### src/rtl/stage_if.sv
// Multithreaded instruction-fetch stage: per-thread PCs, round-robin thread pick, IF/ID register.
// Define STAGE_IF_RR_SKIP_EN for a work-conserving arbiter; the default build uses strict rotation.
package common;
  localparam int n_threads = 4;
  typedef logic [31:0] vptr_t;
  typedef logic [31:0] word_t;
  typedef logic [$clog2(n_threads)-1:0] threadid_t;
endpackage

module stage_if #(
  parameter common::vptr_t RESET_PC  = 32'h0000_1000,
  parameter common::word_t NOP_INSTR = 32'h0000_0000
) (
  input  logic              clk_i,
  input  logic              rst_i,
  input  logic              stall_i,
  output common::vptr_t     ic_addr_o,
  output logic              ic_req_o,
  output common::threadid_t ic_thread_o,
  input  logic              itlb_miss_i,
  input  logic              ic_hit_i,
  input  common::word_t     ic_data_i,
  input  logic              ic_fill_done_i,
  input  common::threadid_t ic_fill_thread_i,
  input  logic              ex_redirect_i,
  input  common::threadid_t ex_redirect_thread_i,
  input  common::vptr_t     ex_redirect_pc_i,
  input  common::word_t     rm4_i [common::n_threads],
  output logic              id_itlb_miss_o,
  output logic              id_icache_miss_o,
  output common::vptr_t     id_pc_o,
  output common::word_t     id_instruction_o,
  output common::threadid_t id_thread_o,
  output common::word_t     id_rm4_o
);
  import common::*;

  localparam int NT = n_threads;

  vptr_t         pc_q [NT];
  vptr_t         pc_d [NT];
  logic [NT-1:0] waiting_q, waiting_d;
  logic [NT-1:0] blocked_q, blocked_d;
  threadid_t     last_q, last_d;
  logic          id_itlb_miss_q, id_itlb_miss_d;
  logic          id_icache_miss_q, id_icache_miss_d;
  vptr_t         id_pc_q, id_pc_d;
  word_t         id_instruction_q, id_instruction_d;
  threadid_t     id_thread_q, id_thread_d;
  word_t         id_rm4_q, id_rm4_d;

  logic [NT-1:0] eligible;
  threadid_t     grant;
  logic          grant_vld;
  logic          fire;

  // A thread being redirected this cycle is held off so it restarts from the new PC.
  always_comb begin
    eligible = '0;
    for (int t = 0; t < NT; t++) begin
      eligible[t] = !waiting_q[t] && !blocked_q[t] &&
                    !(ex_redirect_i && (ex_redirect_thread_i == threadid_t'(t)));
    end
  end

`ifdef STAGE_IF_RR_SKIP_EN
  // Scan farthest-to-nearest so the nearest eligible thread after last_q wins.
  always_comb begin
    threadid_t idx;
    idx       = '0;
    grant     = last_q;
    grant_vld = 1'b0;
    for (int k = NT; k >= 1; k--) begin
      idx = threadid_t'((int'(last_q) + k) % NT);
      if (eligible[idx]) begin
        grant     = idx;
        grant_vld = 1'b1;
      end
    end
  end
`else
  always_comb begin
    grant     = threadid_t'((int'(last_q) + 1) % NT);
    grant_vld = eligible[grant];
  end
`endif

  assign fire        = grant_vld && !stall_i;
  assign ic_req_o    = fire && !rst_i;
  assign ic_addr_o   = pc_q[grant];
  assign ic_thread_o = grant;

  // Fill-done first, fetch outcome next, redirect last so it overrides everything for its thread.
  always_comb begin
    pc_d             = pc_q;
    waiting_d        = waiting_q;
    blocked_d        = blocked_q;
    last_d           = last_q;
    id_itlb_miss_d   = id_itlb_miss_q;
    id_icache_miss_d = id_icache_miss_q;
    id_pc_d          = id_pc_q;
    id_instruction_d = id_instruction_q;
    id_thread_d      = id_thread_q;
    id_rm4_d         = id_rm4_q;

    if (ic_fill_done_i) waiting_d[ic_fill_thread_i] = 1'b0;

    if (!stall_i) begin
`ifdef STAGE_IF_RR_SKIP_EN
      if (grant_vld) last_d = grant;
`else
      last_d = grant;
`endif
      if (grant_vld) begin
        id_thread_d = grant;
        id_pc_d     = pc_q[grant];
        id_rm4_d    = rm4_i[grant];
        if (itlb_miss_i) begin
          blocked_d[grant] = 1'b1;
          id_itlb_miss_d   = 1'b1;
          id_icache_miss_d = 1'b0;
          id_instruction_d = NOP_INSTR;
        end else if (ic_hit_i) begin
          pc_d[grant]      = pc_q[grant] + 32'd4;
          id_itlb_miss_d   = 1'b0;
          id_icache_miss_d = 1'b0;
          id_instruction_d = ic_data_i;
        end else begin
          waiting_d[grant] = 1'b1;
          id_itlb_miss_d   = 1'b0;
          id_icache_miss_d = 1'b1;
          id_instruction_d = NOP_INSTR;
        end
      end else begin
        id_itlb_miss_d   = 1'b0;
        id_icache_miss_d = 1'b1;
        id_instruction_d = NOP_INSTR;
      end
    end

    if (ex_redirect_i) begin
      pc_d[ex_redirect_thread_i]      = ex_redirect_pc_i;
      waiting_d[ex_redirect_thread_i] = 1'b0;
      blocked_d[ex_redirect_thread_i] = 1'b0;
    end
  end

  always_ff @(posedge clk_i or posedge rst_i) begin
    if (rst_i) begin
      pc_q             <= '{default: RESET_PC};
      waiting_q        <= '0;
      blocked_q        <= '0;
      last_q           <= threadid_t'(NT - 1);
      id_itlb_miss_q   <= 1'b0;
      id_icache_miss_q <= 1'b1;
      id_pc_q          <= '0;
      id_instruction_q <= NOP_INSTR;
      id_thread_q      <= '0;
      id_rm4_q         <= '0;
    end else begin
      pc_q             <= pc_d;
      waiting_q        <= waiting_d;
      blocked_q        <= blocked_d;
      last_q           <= last_d;
      id_itlb_miss_q   <= id_itlb_miss_d;
      id_icache_miss_q <= id_icache_miss_d;
      id_pc_q          <= id_pc_d;
      id_instruction_q <= id_instruction_d;
      id_thread_q      <= id_thread_d;
      id_rm4_q         <= id_rm4_d;
    end
  end

  assign id_itlb_miss_o   = id_itlb_miss_q;
  assign id_icache_miss_o = id_icache_miss_q;
  assign id_pc_o          = id_pc_q;
  assign id_instruction_o = id_instruction_q;
  assign id_thread_o      = id_thread_q;
  assign id_rm4_o         = id_rm4_q;
endmodule

### config.mk
export PLATFORM = sky130hd
export DESIGN_NAME = stage_if
export DESIGN_NICKNAME = d
export VERILOG_FILES = /design/src/rtl/stage_if.sv
export SDC_FILE = /design/constraint.sdc
export NUM_CORES = 1
export LEC_CHECK = 0
export ABC_AREA = 1
export BUFFER_PORTS_ARGS = -buffer_cell sky130_fd_sc_hd__buf_2
export CAP_MARGIN = 20
export CORE_MARGIN = 5
export CORE_UTILIZATION = 59
export DETAILED_ROUTE_END_ITERATION = 16
export GPL_TIMING_DRIVEN = 0
export PLACE_DENSITY = 0.95
export SLEW_MARGIN = 30
export SYNTH_ARGS = -nofsm -noshare
export SYNTH_HDL_FRONTEND = slang
export SYNTH_SLANG_ARGS = --single-unit
### constraint.sdc
create_clock -name clk_i -period 20.9 [get_ports clk_i]
set_input_delay 4.18 -clock clk_i [delete_from_list [all_inputs] [get_ports clk_i]]
set_output_delay 4.18 -clock clk_i [all_outputs]
set_load 0.05 [all_outputs]
* After elaboration in Yosys (flattened, before gate mapping)
Index checks and enable logic that the tools add are counted.
** Word-level totals
- Bits in registers :: 238
- Output and inout bits :: 135
- Logic and storage cells :: 116
** Operators by class
- $add $sub $neg :: 2
- Magnitude comparators :: 10
- Equal/unequal tests :: 3
- Mux-type cells :: 43
- Bitwise gates (word level) :: 10
- Reductions and logical operators :: 35
** Operators with widths (count)
- two-way mux 128 bit :: 5
- two-way mux 32 bit :: 9
- bitwise mux 128 bit :: 2
- binary-select mux 32 bit (select 2 bit) :: 2
- demux 32 bit (select 2 bit) :: 2
- two-way mux 4 bit :: 10
- adder 32 x 3 -> 32 bit (second input constant) :: 1
- logical AND 1 bit :: 19
- logical NOT 1 bit :: 14
- AND 4 bit :: 3
- < comparator 2 x 3 -> 1 bit (second input constant) :: 3
- two-way mux 1 bit :: 9
- NOT 4 bit :: 2
- bitwise OR 4 bit :: 2
- demux 1 bit (select 2 bit) :: 3
- >= comparator 2 x 1 -> 1 bit (second input constant) :: 3
- >= comparator 3 bit (second input constant) :: 2
- < comparator 3 x 1 -> 1 bit (second input constant) :: 2
- NOT 2 -> 3 bit :: 2
- equality test 2 bit (second input constant) :: 2
- adder 2 x 1 -> 2 bit (second input constant) :: 1
- binary-select mux 1 bit (select 2 bit) :: 1
- equality test 2 x 1 -> 1 bit (second input constant) :: 1
- logical NOT 2 bit :: 1
- 2 further kinds :: 2

* Logic depth before layout (Yosys ltp)
Gate-level depths: netlist of run 1.
- Depth after elaboration :: 14
- Gate-level depth with buffers :: 25
- Gate-level depth less buffers :: 17

* Worst setup path after synthesis of run 1
Ideal clock, no wire load.
- Path kind :: input -> output
- From :: input port ex_redirect_thread_i[0]
- To :: output port ic_req_o
- Arrival time :: 5.776 ns
- Data required time :: 16.720 ns
- Setup slack :: 10.944 ns
- Stages :: 9
- Path through :: nand3_1 -> nand3_1 -> nand3_1 -> nand2_1 -> inv_1 -> nand2_1 -> buf_2 -> clkbuf_1 -> nor2_1
** Between the ends
- Longest elaborated chain between the ends :: 8
** Ends and longest elaborated chain
- start: declaration :: RTL line 26 : input common::threadid_t ex_redirect_thread_i,
- equality test 2 x 1 -> 1 bit, or another cell as far along :: RTL line 62 : !(ex_redirect_i && (ex_redirect_thread_i == threadid_t'(t)));
- logical AND 1 bit :: RTL line 62
- logical NOT 1 bit :: RTL line 62
- logical AND 1 bit :: RTL line 61 : eligible[t] = !waiting_q[t] && !blocked_q[t] &&
- binary-select mux 1 bit (select 2 bit) (*) :: RTL line 84 : grant_vld = eligible[grant];
- two-way mux 1 bit (not written as such) (*) :: RTL line 84
- logical AND 1 bit (*) :: RTL line 88 : assign fire = grant_vld && !stall_i;
- logical AND 1 bit (*) :: RTL line 89 : assign ic_req_o = fire && !rst_i;
- end: declaration :: RTL line 18 : output logic ic_req_o,
Every way passes the cells marked *; elsewhere a longest branch is shown, timed or not. The select of a mux whose other input is x is not followed.

* Worst setup path after layout of run 1
- From :: input port ex_redirect_i
- To :: output port ic_req_o
** Between the ends
- Longest elaborated chain between the ends :: 7
** Ends and longest elaborated chain
- start: declaration :: RTL line 25 : input logic ex_redirect_i,
- logical AND 1 bit :: RTL line 62
- logical NOT 1 bit :: RTL line 62
- logical AND 1 bit :: RTL line 61
- binary-select mux 1 bit (select 2 bit) (*) :: RTL line 84
- two-way mux 1 bit (not written as such) (*) :: RTL line 84
- logical AND 1 bit (*) :: RTL line 88
- logical AND 1 bit (*) :: RTL line 89
Marked as above.

==> results.cfg, run 1 <==
[run_status]
status = finished clean

[yosys]
yosys_warnings = 0
synthSimpleGateAreaFrac_pct = 28.7
synth_fp_nets = 2067
muxShareOfSynthArea_pct = 0
synth_top_family_by_area = simple AND/OR/NAND/NOR gates
avgSynthCellArea_um2 = 7.30
synth_edf_count = 0
post_synth_fa_ha_maj_area_fraction_pct = 0.461
yosys.area.top_type = dfrtp_1
ys_seq_elements = 238
synth_cell_types = 41
synth-xor-area-share_pct = 0.581
yosysSeqAreaShare_pct = 43.9
async_flop_share_pct = 100
synth_top_cells_by_area = dfrtp_1, nand2_1, a21oi_1
yosysTopAreaCellShare_pct = 42.6
netlist_instances = 1859
synth_compound_area_share_pct = 18.3
ys.flop_type = dfrtp_1
syn_area_um2 = 13600

[placement]
place.gp.congestion = 1.03
dp_hpwl_mm = 43.2
io_buffers = 336
dpl_cell_area_um2 = 15700

[clock_tree]
worstSkewPairLatency_ps = 560
cts_setup_buffers = 0
clockBufferDepth = 3
cts_hold_buf = 0
path_clk_slew_ps = 60
htreeDepth = 1
post_cts_resized = 0
root_buffer = clkbuf_16
cts_tree = built
cts_made_buffers = 27
cts.sinks = 238

[global_route]
grt_pass1_vias = 15500
grt_max_degree = 73
grt_util_all_layers_pct = 44.1
antenna_found_initial = 8
grt_overflow = 0
grt_pass1_wl_mm = 88.8

[worst_setup_path]
crit_type = primary input to primary output
worstReg2RegStart = last_q[0]
worstPathMaxFanout = 10
r2r-end = pc_q[116]
rrSetupSlack_ps = 16260
critPathArrivalTime_ps = 6380
cp-startpoint = ex_redirect_i
crit_path_end = ic_req_o
endpoint_kind = primary output
cp.required_ps = 16720
startpoint_type = primary input
rr_worst_depth = 25

[die]
rows = 55
coreArea_um2 = 22600
die_w_um = 162
die_h_um = 162
io_pins = 338
initial_core_util_pct = 60.0
die_area_um2 = 26100

[timing]
tightest_slew_ps = 996
rsz0062_at_grt = no
setup_viol = 0
fmax_mhz = 94.7
maxSlewViolCount = 0
finClkSkew_ps = 34.1
setup_tns_ps = 0
hold_viol = 0
slew_headroom_pct = 33.6
period_share_pct = 50.5
min_period_ps = 10560

[routing]
viasPerCell = 6.27
wl_per_cell_um = 23.3
drtPass1Iterations = 6
drc = 0
drt_wl_total_mm = 59.1
vias = 15900
drtIter0Drc = 2388
ant_nets = 0

[layout]
finalInstanceArea_um2 = 16600
syn2layout_area_growth_pct = 21.9
final_cell_mix = nand2_1, buf_2, nor2_1
nets = 2435
final_common_cell = nand2_1
drive_above_1_share_pct = 22.9

[hold_path]
min-delay-start = id_rm4_o[23]
hold_path_class = register to register

[flow_run]
cap_violations = 0
[logic make-up after synthesis]
logic type	after synthesis
xor+xnor	9
buf+inv	236
simple gates	926
flops	238
fa+ha+maj	5
compound gates	445
[state kept, by name, summed over array words and instances (netlist names)]
name and count:
blocked_q 4, id_icache_miss_o 1, id_instruction_o 32, id_itlb_miss_o 1, id_pc_o 32, id_rm4_o 32
id_thread_o 2, last_q 2, pc_q 128, waiting_q 4
[critical path, stage by stage]
cell	delay (ps)
buf_2	160
nand3_1	370
nand3_1	200
nand3_1	100
nand2_1	110
inv_1	100
nand2_1	110
buf_2	330
clkbuf_1	430
nor2_1	80
buf_2	230
[Yosys cell counts (5+ instances only)]
master    number
nand3_1      134
ha_1           5
dfrtp_1      231
a32o_1        32
xor2_1         8
nand2_2       19
o21ai_0      162
nor2_1       241
o21ai_1        6
buf_2         25
dfstp_2        7
o211ai_1       8
nand4_1        8
nor2_2        16
buf_4         12
a22oi_1        7
inv_1         90
nor2_4         6
inv_2         21
buf_1          7
nand2_1      483
clkbuf_1      61
o22ai_1       34
buf_6         14
a21oi_1      190
[worst min path at each step]
| stage | to | depth (start not counted) |
|---|---|---|
| floorplan | blocked_q[3] | 2 |
| detailed placement | id_rm4_o[28] | 2 |
| global route | id_rm4_o[28] | 2 |
| finish | id_rm4_o[23] | 2 |
| global placement | id_rm4_o[17] | 2 |
| CTS | id_rm4_o[28] | 2 |
[stage by stage]
stage / utilization [%] / std cells / setup slack [ps] / hold WS, ps
CTS: 73.0 / 2532 / 10460 / 468
floorplan: - / 1859 / 10200 / 463
detailed placement: 69.4 / 2483 / 10460 / 454
finish: 73.1 / 2539 / 10340 / 468
global route: 73.1 / 2539 / 10220 / 482
global placement: 69.0 / 2480 / 7490 / 451
[layout make-up]
class | instances | area [um^2]
Multi-Input combinational cell | 1385 | 6530
Fill cell | 1854 | 6090
Clock buffer | 44 | 800
Clock inverter | 5 | 28.8
Buffer | 120 | 643
Sequential cell | 238 | 5960
Antenna cell | 7 | 17.5
Inverter | 116 | 450
Tap cell | 285 | 357
Timing Repair Buffer | 339 | 1760
[layer usage]
layer	up-vias	global-route usage (%)	wire length (um)
li1	6897	-	-
met1	7418	54.3	20500
met2	1297	67.4	25900
met3	316	14.6	8540
met4	2	27.1	4220
met5	-	0	12
Power of run 1 is left out: the tool's default activity adds up to more than one toggle a clock period on the data nets, which glitch-free logic cannot reach.
==> run 2, diff against run 1 <==
- CORE_UTILIZATION: 59 -> 54
- PLACE_DENSITY: 0.95 -> 0.9
- clock period: 20.9 -> 10.7 ns (I/O delays scaled with it)
==> run 2 against run 1 <==
Count of clock-buffer cells in the layout shrank 11. Register-to-register slack lost 10000 ps. Sequential cell count is the same. Sequential share of layout area shrank 0.51 points. Routed wire length shrank 0.10%. Die area grew 8.7%. Core utilization shrank 5.8 points. Clock skew shrank 19 ps. Critical path depth grew 7. Hold slack lost 1.2 ps. Via count grew 0.14%.
==> results.cfg, run 2 (synthesized netlist as in run 1, its figures left out) <==
[run_status]
status = finished clean

[die]
io_pins = 338
initial_core_util_pct = 54.4
die_area_um2 = 28400
die_h_um = 169
die_w_um = 169
coreArea_um2 = 25000
rows = 58

[global_route]
grt_max_degree = 92
grt_util_all_layers_pct = 40.1
grt_pass1_wl_mm = 89.0
grt_overflow = 0
grt_pass1_vias = 15200
antenna_found_initial = 8

[clock_tree]
worstSkewPairLatency_ps = 550
cts_tree = built
cts_hold_buf = 0
cts.sinks = 238
root_buffer = clkbuf_16
path_clk_slew_ps = 60
htreeDepth = 1
post_cts_resized = 0
cts_made_buffers = 27
cts_setup_buffers = 0
clockBufferDepth = 3

[worst_setup_path]
crit_type = register to primary output
worstReg2RegStart = last_q[0]
critPathArrivalTime_ps = 4650
cp.required_ps = 8560
rr_worst_depth = 24
endpoint_kind = primary output
startpoint_type = register
rrSetupSlack_ps = 5850
worstPathMaxFanout = 12
r2r-end = pc_q[48]

[placement]
io_buffers = 336
dpl_cell_area_um2 = 15700
dp_hpwl_mm = 43.1
place.gp.congestion = 1.00
dp.cells = 2527

[timing]
finClkSkew_ps = 15.0
min_period_ps = 6790
rsz0062_at_grt = no
period_share_pct = 63.4
setup_viol = 0
fmax_mhz = 147
hold_slack_ps = 466
hold_viol = 0
slew_headroom_pct = 29.0
tightest_slew_ps = 1060
setup_tns_ps = 0
maxSlewViolCount = 0

[hold_path]
holdPathEnd = id_rm4_o[17]
min-delay-start = id_rm4_o[17]
min_delay_path_depth = 2
hold_path_class = register to register

[layout]
final_common_cell = nand2_1
syn2layout_area_growth_pct = 23.7
final_cell_mix = nand2_1, buf_2, nor2_1
nets = 2434
largest_register = pc_q
largest_reg_flops = 128
drive_above_1_share_pct = 23.3
fin_cells = 2585
finalInstanceArea_um2 = 16800

[flow_run]
cap_violations = 0

[routing]
drtPass1Iterations = 9
drtIter0Drc = 2122
drt_wl_total_mm = 59.1
vias = 16000
viasPerCell = 6.17
wl_per_cell_um = 22.8
ant_nets = 0
drc = 0
run 2: cell count changes in the layout (fill, tap and decap cells not counted), sizes merged:
cell / previous run / this run
diode: 7 / 8
inv: 113 / 114
clkbuf: 105 / 94
clkinvlp: 0 / 1
bufinv: 0 / 8
buf: 398 / 397
clkinv: 8 / 10
run 2: layer usage:
layer	global-route usage, %	routed length [um]	vias to the layer above
li1	-	-	6896
met1	51.1	21500	7536
met2	63.6	26700	1273
met3	9.88	7260	247
met4	21.3	3560	0
met5	0	0	-
run 2: critical path, cell delays in order (launching register included):
cell,delay (ps)
dfstp_2,570
buf_6,170
inv_8,50
buf_6,150
buf_6,150
buf_6,150
buf_2,180
buf_2,240
ha_1,390
buf_4,220
inv_2,180
nand3_1,100
nand2_1,100
inv_1,100
nand2_1,160
buf_2,400
clkbuf_1,410
nor2_1,120
buf_2,240
run 2: through the flow:
step / util, % / worst slack (ps)
after floorplan: - / 2040
after detailed placement: 63.0 / 4180
final: 67.3 / 3910
after CTS: 67.2 / 4020
after global placement: 62.8 / -807
after global routing: 67.3 / 3810
run 2: layout make-up:
| type | instances | area, um^2 |
|---|---|---|
| clock inverter | 17 | 298 |
| clock buffer | 33 | 738 |
| fill | 2171 | 8170 |
| multi-input combinational | 1385 | 6530 |
| antenna | 8 | 20.0 |
| buffer | 120 | 643 |
| sequential | 238 | 5960 |
| inverter | 116 | 450 |
| tap | 330 | 413 |
| timing repair buffer | 338 | 1740 |
run 2: how the worst max path moves through the flow:
| stage | slack (ps) | cells past startpoint | from | end |
|---|---|---|---|---|
| after global placement | -810 | 2 | rst_i | pc_q[109] |
| after floorplan | 2040 | 1 | rst_i | blocked_q[0] |
| after CTS | 4020 | 18 | last_q[0] | ic_req_o |
| after detailed placement | 4180 | 13 | ex_redirect_thread_i[1] | ic_req_o |
| final | 3910 | 18 | last_q[0] | ic_req_o |
| after global routing | 3810 | 18 | last_q[0] | ic_req_o |
Power of run 2 is left out for the same reason.
